[config.mk]
export PLATFORM = sky130hd
export DESIGN_NAME = sb_serializer
export DESIGN_NICKNAME = d
export VERILOG_FILES = /design/src/rtl/sb_serializer_pkg.sv /design/src/rtl/sb_sync_fifo.sv /design/src/rtl/sb_serializer.sv
export SDC_FILE = /design/constraint.sdc
export NUM_CORES = 1
export LEC_CHECK = 0
export CORE_ASPECT_RATIO = 2
export CORE_MARGIN = 2
export CORE_UTILIZATION = 40
export DETAILED_ROUTE_END_ITERATION = 16
export PLACE_DENSITY = 0.68
export SETUP_SLACK_MARGIN = 0.15
export SLEW_MARGIN = 5
export SYNTH_ARGS = -nofsm -noshare
export SYNTH_HDL_FRONTEND = slang
export SYNTH_SLANG_ARGS = --single-unit
[constraint.sdc]
create_clock -name clk -period 5 [get_ports clk]
set_clock_uncertainty 0.05 [all_clocks]
set_input_delay 0.5 -clock clk [delete_from_list [all_inputs] [get_ports clk]]
set_output_delay 0.5 -clock clk [all_outputs]
set_load 0.05 [all_outputs]
[src/rtl/sb_serializer_pkg.sv]
// Shared sideband definitions: line-level constants, serializer FSM encoding
// and the per-state line level driven onto the serial wire.
package sb_serializer_pkg;

  localparam logic START_BIT  = 1'b0;
  localparam logic STOP_BIT   = 1'b1;
  localparam logic IDLE_LEVEL = 1'b1;

  typedef enum logic [2:0] {
    ST_IDLE,
    ST_START,
    ST_DATA,
    ST_STOP,
    ST_GAP
  } sb_state_e;

  // Level the line must carry while the FSM sits in a given state.
  function automatic logic line_level(input sb_state_e state, input logic payload_lsb);
    case (state)
      ST_START: line_level = START_BIT;
      ST_DATA:  line_level = payload_lsb;
      ST_STOP:  line_level = STOP_BIT;
      default:  line_level = IDLE_LEVEL;
    endcase
  endfunction

endpackage

[src/rtl/sb_sync_fifo.sv]
// Single-clock show-ahead FIFO with occupancy count; pushes while full and
// pops while empty are ignored.
module sb_sync_fifo #(
  parameter int WIDTH = 8,
  parameter int DEPTH = 4
) (
  input  logic                     clk,
  input  logic                     rst,
  input  logic                     wr_en,
  input  logic [WIDTH-1:0]         wr_data,
  input  logic                     rd_en,
  output logic [WIDTH-1:0]         rd_data,
  output logic [$clog2(DEPTH):0]   count,
  output logic                     full,
  output logic                     empty
);

  localparam int AW = $clog2(DEPTH);
  localparam int CW = AW + 1;

  logic [WIDTH-1:0] r_mem [DEPTH];
  logic [AW-1:0]    r_wr_ptr;
  logic [AW-1:0]    r_rd_ptr;
  logic [CW-1:0]    r_count;
  logic             w_push;
  logic             w_pop;

  assign w_push = wr_en && !full;
  assign w_pop  = rd_en && !empty;

  // NOTE: storage is deliberately not reset; only pointers and count define validity.
  always_ff @(posedge clk) begin
    if (w_push) r_mem[r_wr_ptr] <= wr_data;
  end

  // NOTE: sequential state uses non-blocking assignments so every register samples pre-edge values.
  always_ff @(posedge clk) begin
    if (rst) begin
      r_wr_ptr <= '0;
      r_rd_ptr <= '0;
      r_count  <= '0;
    end else begin
      if (w_push) r_wr_ptr <= r_wr_ptr + 1'b1;
      if (w_pop)  r_rd_ptr <= r_rd_ptr + 1'b1;
      case ({w_push, w_pop})
        2'b10:   r_count <= r_count + 1'b1;
        2'b01:   r_count <= r_count - 1'b1;
        default: r_count <= r_count;
      endcase
    end
  end

  assign rd_data = r_mem[r_rd_ptr];
  assign count   = r_count;
  assign full    = (r_count == CW'(DEPTH));
  assign empty   = (r_count == '0);

endmodule

[src/rtl/sb_serializer.sv]
// Sideband serializer: buffers parallel words and sends each as a
// start / LSB-first payload / stop frame with an optional idle gap.
module sb_serializer
  import sb_serializer_pkg::*;
#(
  parameter int DATA_WIDTH = 8,
  parameter int FIFO_DEPTH = 4,
  parameter int IDLE_GAP   = 0
) (
  input  logic                          clk,
  input  logic                          rst,
  input  logic [DATA_WIDTH-1:0]         data_in,
  input  logic                          data_valid,
  output logic                          data_ready,
  output logic                          serial_out,
  output logic                          busy,
  output logic [$clog2(FIFO_DEPTH):0]   fifo_count
);

  localparam int BCW        = (DATA_WIDTH > 1) ? $clog2(DATA_WIDTH) : 1;
  localparam int GCW        = (IDLE_GAP > 1) ? $clog2(IDLE_GAP) : 1;
  localparam int LAST_GAP_I = (IDLE_GAP > 0) ? IDLE_GAP - 1 : 0;
  localparam logic [BCW-1:0] LAST_BIT = BCW'(DATA_WIDTH - 1);
  localparam logic [GCW-1:0] LAST_GAP = GCW'(LAST_GAP_I);

  sb_state_e             r_state;
  sb_state_e             w_next_state;
  logic [DATA_WIDTH-1:0] r_shift;
  logic [BCW-1:0]        r_bit_cnt;
  logic [GCW-1:0]        r_gap_cnt;
  logic                  r_serial_out;

  logic                  w_push;
  logic                  w_pop;
  logic [DATA_WIDTH-1:0] w_fifo_rd_data;
  logic                  w_fifo_full;
  logic                  w_fifo_empty;
  logic [$clog2(FIFO_DEPTH):0] w_fifo_count;

  assign w_push = data_valid && data_ready;

  sb_sync_fifo #(
    .WIDTH (DATA_WIDTH),
    .DEPTH (FIFO_DEPTH)
  ) u_fifo (
    .clk     (clk),
    .rst     (rst),
    .wr_en   (w_push),
    .wr_data (data_in),
    .rd_en   (w_pop),
    .rd_data (w_fifo_rd_data),
    .count   (w_fifo_count),
    .full    (w_fifo_full),
    .empty   (w_fifo_empty)
  );

  // NOTE: every always_comb output gets a default first so no path infers a latch.
  always_comb begin
    w_next_state = r_state;
    w_pop        = 1'b0;
    case (r_state)
      ST_IDLE: begin
        if (!w_fifo_empty) begin
          w_pop        = 1'b1;
          w_next_state = ST_START;
        end
      end
      ST_START: w_next_state = ST_DATA;
      ST_DATA: begin
        if (r_bit_cnt == LAST_BIT) w_next_state = ST_STOP;
      end
      ST_STOP: begin
        if (IDLE_GAP > 0) begin
          w_next_state = ST_GAP;
        end else if (!w_fifo_empty) begin
          w_pop        = 1'b1;
          w_next_state = ST_START;
        end else begin
          w_next_state = ST_IDLE;
        end
      end
      ST_GAP: begin
        if (r_gap_cnt == LAST_GAP) begin
          if (!w_fifo_empty) begin
            w_pop        = 1'b1;
            w_next_state = ST_START;
          end else begin
            w_next_state = ST_IDLE;
          end
        end
      end
      default: w_next_state = ST_IDLE;
    endcase
  end

  always_ff @(posedge clk) begin
    if (rst) begin
      r_state      <= ST_IDLE;
      r_shift      <= '0;
      r_bit_cnt    <= '0;
      r_gap_cnt    <= '0;
      r_serial_out <= IDLE_LEVEL;
    end else begin
      r_state      <= w_next_state;
      // Line lags the state by one cycle so serial_out comes straight from a flop.
      r_serial_out <= line_level(r_state, r_shift[0]);

      if (w_pop) begin
        r_shift <= w_fifo_rd_data;
      end else if (r_state == ST_DATA) begin
        r_shift <= r_shift >> 1;
      end

      if (r_state == ST_DATA) begin
        r_bit_cnt <= (r_bit_cnt == LAST_BIT) ? '0 : r_bit_cnt + 1'b1;
      end

      if (r_state == ST_GAP) begin
        r_gap_cnt <= (r_gap_cnt == LAST_GAP) ? '0 : r_gap_cnt + 1'b1;
      end
    end
  end

  assign serial_out = r_serial_out;
  assign data_ready = !w_fifo_full;
  assign fifo_count = w_fifo_count;
  assign busy       = (r_state != ST_IDLE) || (w_fifo_count != '0);

endmodule

==> results of run 1 <==
-- metal layers --
metal,share of wire,track usage
met1,0.39,0.1286
met2,0.55,0.2333
met3,0.032,0.03111
met4,0.026,0.06977
met5,0,0
-- power groups by stage --
stage	clock (mW)	combinational, mW	sequential, mW
floorplan	0	0.446	0.652
finish	0.385	0.589	0.625
CTS	0.391	0.595	0.628
global placement	0	0.586	0.636
global route	0.410	0.646	0.639
detailed placement	0	0.592	0.638
-- synthesized netlist by cell type (2+ instances only) --
cell type / n
a21oi_1: 5
a21o_1: 2
a211oi_1: 7
inv_1: 9
nor3_1: 8
mux2i_1: 12
nand2_1: 5
mux4_2: 8
clkbuf_1: 2
ha_1: 11
a21oi_2: 2
and3_2: 4
nand3_1: 2
buf_2: 4
dfxtp_1: 23
edfxtp_1: 32
nor2_1: 6
o21ai_0: 2
-- layout make-up --
type / count / area (um2) / area share
Clock buffer: 5 / 125.1 / 0.04643
Clock inverter: 3 / 38.79 / 0.01439
Inverter: 10 / 37.54 / 0.01393
Multi-Input combinational cell: 91 / 835.8 / 0.3101
Sequential cell: 55 / 1421 / 0.5274
Tap cell: 61 / 76.32 / 0.02832
Timing Repair Buffer: 16 / 160.2 / 0.05942
-- worst max-delay path by stage --
stage | cells past startpoint | endpoint | slack, ns
floorplan | 8 | u_fifo.count[2]$_SDFFE_PP0P_ | 2.44
global placement | 10 | u_fifo.count[2]$_SDFFE_PP0P_ | 2.34
finish | 3 | busy | 1.98
global route | 3 | busy | 1.83
CTS | 3 | busy | 1.97
detailed placement | 10 | u_fifo.count[2]$_SDFFE_PP0P_ | 2.27
-- worst reg2reg max path: cells and delay by family (launching register included) --
family,cells,cell delay (ns)
XOR/XNOR,1,0.14
buffers and inverters,3,0.31
adder cells (fa/ha/maj),3,1.09
flip-flops,1,0.39
AND/OR/NAND/NOR,2,0.57
AO/OA/AOI/OAI,1,0.14
-- through the flow --
step	worst slack, ns	instance area (um2)	cells
2_1_floorplan	2.437	2350	166
3_3_place_gp	2.343	2531	233
3_5_place_dp	2.269	2531	233
4_1_cts	1.970	2695	241
5_1_grt	1.825	2695	241
6_report	1.981	2695	241
-- cells by family (layout without fill, tap and decap cells) --
logic type / count (synthesis) / after routing
compound gates: 23 / 23
xor+xnor: 2 / 2
fa+ha+maj: 12 / 12
buf+inv: 20 / 34
flops: 55 / 55
mux: 20 / 20
simple gates: 34 / 34
-- registers in the layout, indices dropped and copies added (netlist names), named ones only --
register	cells
u_fifo.r_mem	32
r_shift	8
r_bit_cnt	3
u_fifo.count	3
r_state	2
u_fifo.r_rd_ptr	2
u_fifo.r_wr_ptr	2
serial_out	1
==> reports/qor.csv, run 1 <==
stage,metric,value,unit
layout,antenna_cells,0,
floorplan,die_y,112.4,um
clock_tree,postCtsSetupRepairBufs,0,
route,first_iter_violations,11,
clock_tree,clk_pin_slew,0.07,ns
clock_tree,clk_path_buf_depth,2,
clock_tree,hold_buffers,0,
power,power_frac_comb,0.368,
clock_tree,clock_sink_count,55,
worst_setup_path,critPathMaxFanout,11,
synthesis,ys_ff_latch,55,
floorplan,chipWidth,58.20,um
synthesis,ys_seq_area_frac,0.6049,
worst_setup_path,crit_required,4.45,ns
synthesis,muxShareOfSynthArea,0.1278,
floorplan,row_count,39,
power,leakagePower,0.9558,nW
route,routed_wl,3.682,mm
sta,hold_violations,0,
synthesis,yosysTopAreaCell,edfxtp_1,
layout,syn2layout_area_growth,14.70,%
route,avgViaCountPerCell,5.274,
grt,overflow,0,
clock_tree,cts_tree,done,
floorplan,start_util,0.4116,
synthesis,synthSimpleGateAreaFrac,0.07987,
worst_setup_path,r2r_end,u_fifo.count[2]$_SDFFE_PP0P_,
floorplan,ioPinCount,17,
grt,grt_max_degree,22,
route,wl_per_cell,15.28,um
sta,slew-limit-headroom,0.2221,
worst_setup_path,slowest_stage,nor3_1,
route,ant_nets,0,
min_path,holdPathStages,2,
power,clkPwrFrac,0.241,
route,num_vias,1271,
worst_setup_path,criticalPathCategory,reg -> out,
worst_setup_path,cp-start-kind,register,
job,cap_violations,0,
synthesis,synth_adder_area_share,0.06709,
grt,grt_pass1_vias,1274,
min_path,min-delay-start,r_shift[7]$_SDFFE_PP0P_,
clock_tree,cts_made_buffers,5,
synthesis,synth_top_area_frac,0.4089,
place,hpwlAfterDp,2.670,mm
synthesis,synthTopCellsByArea,"edfxtp_1, dfxtp_1, mux4_2",
worst_setup_path,path_cells,nor3_1 > nand2_1 > clkdlybuf4s50_1,
worst_setup_path,cp_top_family,simple AND/OR/NAND/NOR gates,
layout,utilization,0.4721,
sta,fmax,331.2,MHz
clock_tree,clock_latency,0.29,ns
place,routabilityCongestion,0.7133,
worst_setup_path,end_kind,output port,
sta,fin_crit_sh,0.6038,
clock_tree,clockRootBuffer,clkbuf_16,
synthesis,syn-num-nets,189,
min_path,hold_end,r_shift[7]$_SDFFE_PP0P_,
worst_setup_path,startpoint,u_fifo.count[0]$_SDFFE_PP0P_,
sta,rsz0062_at_grt,false,
synthesis,syn_inst,166,
power,intPower,1.045,mW
worst_setup_path,rr_worst_depth,10,
grt,grt_pass1_wl,6.099,mm
power,peakVddDrop,411.1,uV
clock_tree,cts-resized-gates,0,
grt,grt.total_usage,0.1287,
power,seqPwrFrac,0.391,
worst_setup_path,r2r_start,r_state[0]$_SDFFE_PP0P_,
sta,period_needed,3.019,ns
run_status,status,"complete, no violations",
power,finalPower,1.599,mW
power,p_sw_frac,0.3466,
worst_setup_path,arrival,2.47,ns
route,drc,0,
sta,maxSlewViolCount,0,
synthesis,yosys.area_share.xor_xnor,0.007455,
synthesis,synth.avg_cell_area,14.16,um2
worst_setup_path,regToRegSetupSlack,2.23,ns
sta,whs,0.4279,ns
layout,final_nets,202,
route,first_pass_iters,4,
synthesis,synth_edf_count,32,
power,powerDensity,593.4,nW/um2
sta,worst_pin_slew,1.158,ns
floorplan,coreArea,5709,um2
clock_tree,ctsHtreeMaxLevel,2,
layout,layout_commonest_cell,edfxtp_1,
worst_setup_path,cp.buffers_inverters,1,
floorplan,die-area,6541,um2
synthesis,synth-compound-area-share,0.07348,
layout,final_cell_mix,"edfxtp_1, dfxtp_1, clkdlybuf4s50_1, mux2i_1, ha_1",
layout,nFillCells,484,
power,p_sw,0.5543,mW
synthesis,synthesis.area,2350,um2
grt,antenna_found_initial,0,
synthesis,async_flop_share,0,
synthesis,ys_types,40,
worst_setup_path,cp_slowest_stage_delay,0.95,ns
min_path,worstHoldPathType,reg -> reg,
place,port_buffers,16,
synthesis,synth-main-ff-cell,edfxtp_1,
synthesis,yosysWarnings,0,
synthesis,synth_top_family_by_area,multiplexers,
layout,drive_gt1_frac,0.1500,
sta,setup_viol,0,
sta,tns,0,ns
No activity file was read; power rests on OpenSTA's default activity.
==> inputs of run 2 (changes only) <==
- clock period: 5 -> 2.8 ns (I/O delays scaled with it)
==> run 2 against run 1 <==
Compared with the run above:
- cell area is 0.98% higher
- first-iteration DRC count increased to 2.5 times the previous value
- sequential power is 79% higher
- critical path type is now reg -> reg
==> reports/qor.csv, run 2 (same netlist as run 1, synthesis figures left out) <==
stage,metric,value,unit,change
grt,grt_pass1_wl,6.334,mm,+3.9%
worst_setup_path,regToRegSetupSlack,0.34,ns,-1.89 ns
layout,final_nets,205,,+1.5%
layout,top_regs,"u_fifo.r_mem (32), r_shift (8)",,
sta,hold_violations,0,,unchanged
grt,overflow,0,,unchanged
floorplan,die_y,112.4,um,unchanged
layout,final_cell_mix,"edfxtp_1, dfxtp_1, clkdlybuf4s50_1, mux2i_1, ha_1",,
worst_setup_path,critPathMaxFanout,8,,-3
sta,setup_ws,0.3448,ns,-1.636 ns
clock_tree,clock_sink_count,55,,unchanged
grt,antenna_found_initial,0,,unchanged
worst_setup_path,arrival,2.64,ns,+0.17 ns
layout,syn2layout_area_growth,15.81,%,
worst_setup_path,cp_top_family,adder cells,,
clock_tree,hold_buffers,0,,unchanged
clock_tree,clockRootBuffer,clkbuf_16,,
floorplan,ioPinCount,17,,unchanged
worst_setup_path,cp_slowest_stage_delay,0.41,ns,-0.54 ns
sta,maxSlewViolCount,0,,unchanged
place,routabilityCongestion,0.7687,,+7.8%
clock_tree,cts_tree,done,,
run_status,status,"complete, no violations",,
power,finalPower,2.906,mW,+82%
route,routed_wl,3.728,mm,+1.2%
sta,slew-limit-headroom,0.5074,,+0.2853
floorplan,start_util,0.4116,,unchanged
route,ant_nets,0,,unchanged
power,leakagePower,0.9748,nW,+2.0%
floorplan,coreArea,5709,um2,unchanged
sta,fmax,407.3,MHz,
power,peakVddDrop,613.9,uV,+49%
layout,antenna_cells,0,,unchanged
route,first_iter_violations,28,,+17
place,dp_worst_setup_slack,0.3424,ns,-1.927 ns
clock_tree,ctsHtreeMaxLevel,2,,unchanged
job,cap_violations,0,,unchanged
clock_tree,cts_made_buffers,5,,unchanged
grt,grt.total_usage,0.1329,,+0.004251
grt,grt_max_degree,18,,-18%
worst_setup_path,end_kind,register,,
worst_setup_path,path_cells,inv_1 > ha_1 > inv_1 > nand2_2 > inv_2 > ha_1 > fa_1 > xnor2_1 > or3_2 > a21oi_1,,
route,avgViaCountPerCell,5.373,,+1.9%
layout,layout_commonest_cell,edfxtp_1,,
clock_tree,clock_latency,0.29,ns,about the same
worst_setup_path,criticalPathCategory,reg -> reg,,
clock_tree,clk_pin_slew,0.07,ns,about the same
sta,rsz0062_at_grt,false,,
sta,fin_crit_sh,0.8769,,
min_path,worstHoldPathType,reg -> reg,,
layout,drive_gt1_frac,0.1639,,+0.01393
layout,nFillCells,481,,-0.62%
floorplan,row_count,39,,unchanged
layout,top_register,u_fifo.r_mem,,
sta,setup_viol,0,,unchanged
layout,largest_register_ffs,32,,unchanged
clock_tree,cts-resized-gates,0,,unchanged
worst_setup_path,slowest_stage,or3_2,,
place,port_buffers,16,,unchanged
sta,period_needed,2.455,ns,
route,wl_per_cell,15.28,um,about the same
floorplan,die-area,6541,um2,unchanged
sta,tns,0,ns,unchanged
worst_setup_path,crit_required,2.98,ns,-1.47 ns
route,drc,0,,unchanged
route,num_vias,1311,,+3.1%
power,powerDensity,1068,nW/um2,+80%
grt,grt_pass1_vias,1391,,+9.2%
floorplan,chipWidth,58.20,um,unchanged
worst_setup_path,cp-start-kind,register,,
clock_tree,postCtsSetupRepairBufs,0,,unchanged
worst_setup_path,cp.buffers_inverters,3,,+2
place,hpwlAfterDp,2.714,mm,+1.6%
sta,worst_pin_slew,0.7389,ns,-0.4190 ns
clock_tree,clk_path_buf_depth,2,,unchanged
route,first_pass_iters,4,,unchanged
run 2: report_power, final:
part           internal, mW  leakage (nW)  switching [mW]
Clock                 0.422        0.0818           0.280
Combinational         0.470         0.410           0.617
Sequential             1.01         0.483           0.111
Total                  1.90         0.975            1.01
run 2: worst paths after layout:
check,from,end,cells after the start
hold reg to reg,r_bit_cnt[1]$_SDFFE_PP0P_,r_bit_cnt[1]$_SDFFE_PP0P_,2
hold / removal,r_bit_cnt[1]$_SDFFE_PP0P_,r_bit_cnt[1]$_SDFFE_PP0P_,2
setup / recovery,r_state[0]$_SDFFE_PP0P_,u_fifo.count[2]$_SDFFE_PP0P_,10
setup reg to reg,r_state[0]$_SDFFE_PP0P_,u_fifo.count[2]$_SDFFE_PP0P_,10
run 2: layout make-up:
| type | instances | area (um2) | area share |
|---|---|---|---|
| flip-flops and latches | 55 | 1421 | 0.5223 |
| multi-input cells | 91 | 835.8 | 0.3071 |
| repair buffers | 19 | 182.7 | 0.06713 |
| clock buffers | 5 | 125.1 | 0.04598 |
| well taps | 61 | 76.32 | 0.02805 |
| clock inverters | 3 | 42.54 | 0.01563 |
| inverters | 10 | 37.54 | 0.01379 |
run 2: worst min-delay path, cell delays in order (launching register included):
cell	delay, ns
dfxtp_1	0.32
nand2b_1	0.07
a21oi_1	0.05
run 2: per-layer routing:
layer | GRT usage | vias up | share of wire | wire (um)
met5 | 0 | - | 0 | 0
met4 | 0.07907 | 0 | 0.029 | 108
met3 | 0.03456 | 6 | 0.024 | 90
met2 | 0.2409 | 16 | 0.57 | 2117
met1 | 0.1279 | 644 | 0.38 | 1411
li1 | - | 645 | - | -
run 2: stage by stage:
| step | std cells | utilization | hold WS, ns | area, um2 |
|---|---|---|---|---|
| 2_1_floorplan | 166 | - | 0.3289 | 2350 |
| 3_3_place_gp | 236 | 0.4473 | 0.4130 | 2554 |
| 3_5_place_dp | 236 | 0.4473 | 0.4246 | 2554 |
| 4_1_cts | 244 | 0.4767 | 0.4344 | 2721 |
| 5_1_grt | 244 | 0.4767 | 0.4651 | 2721 |
| 6_report | 244 | 0.4767 | 0.4353 | 2721 |
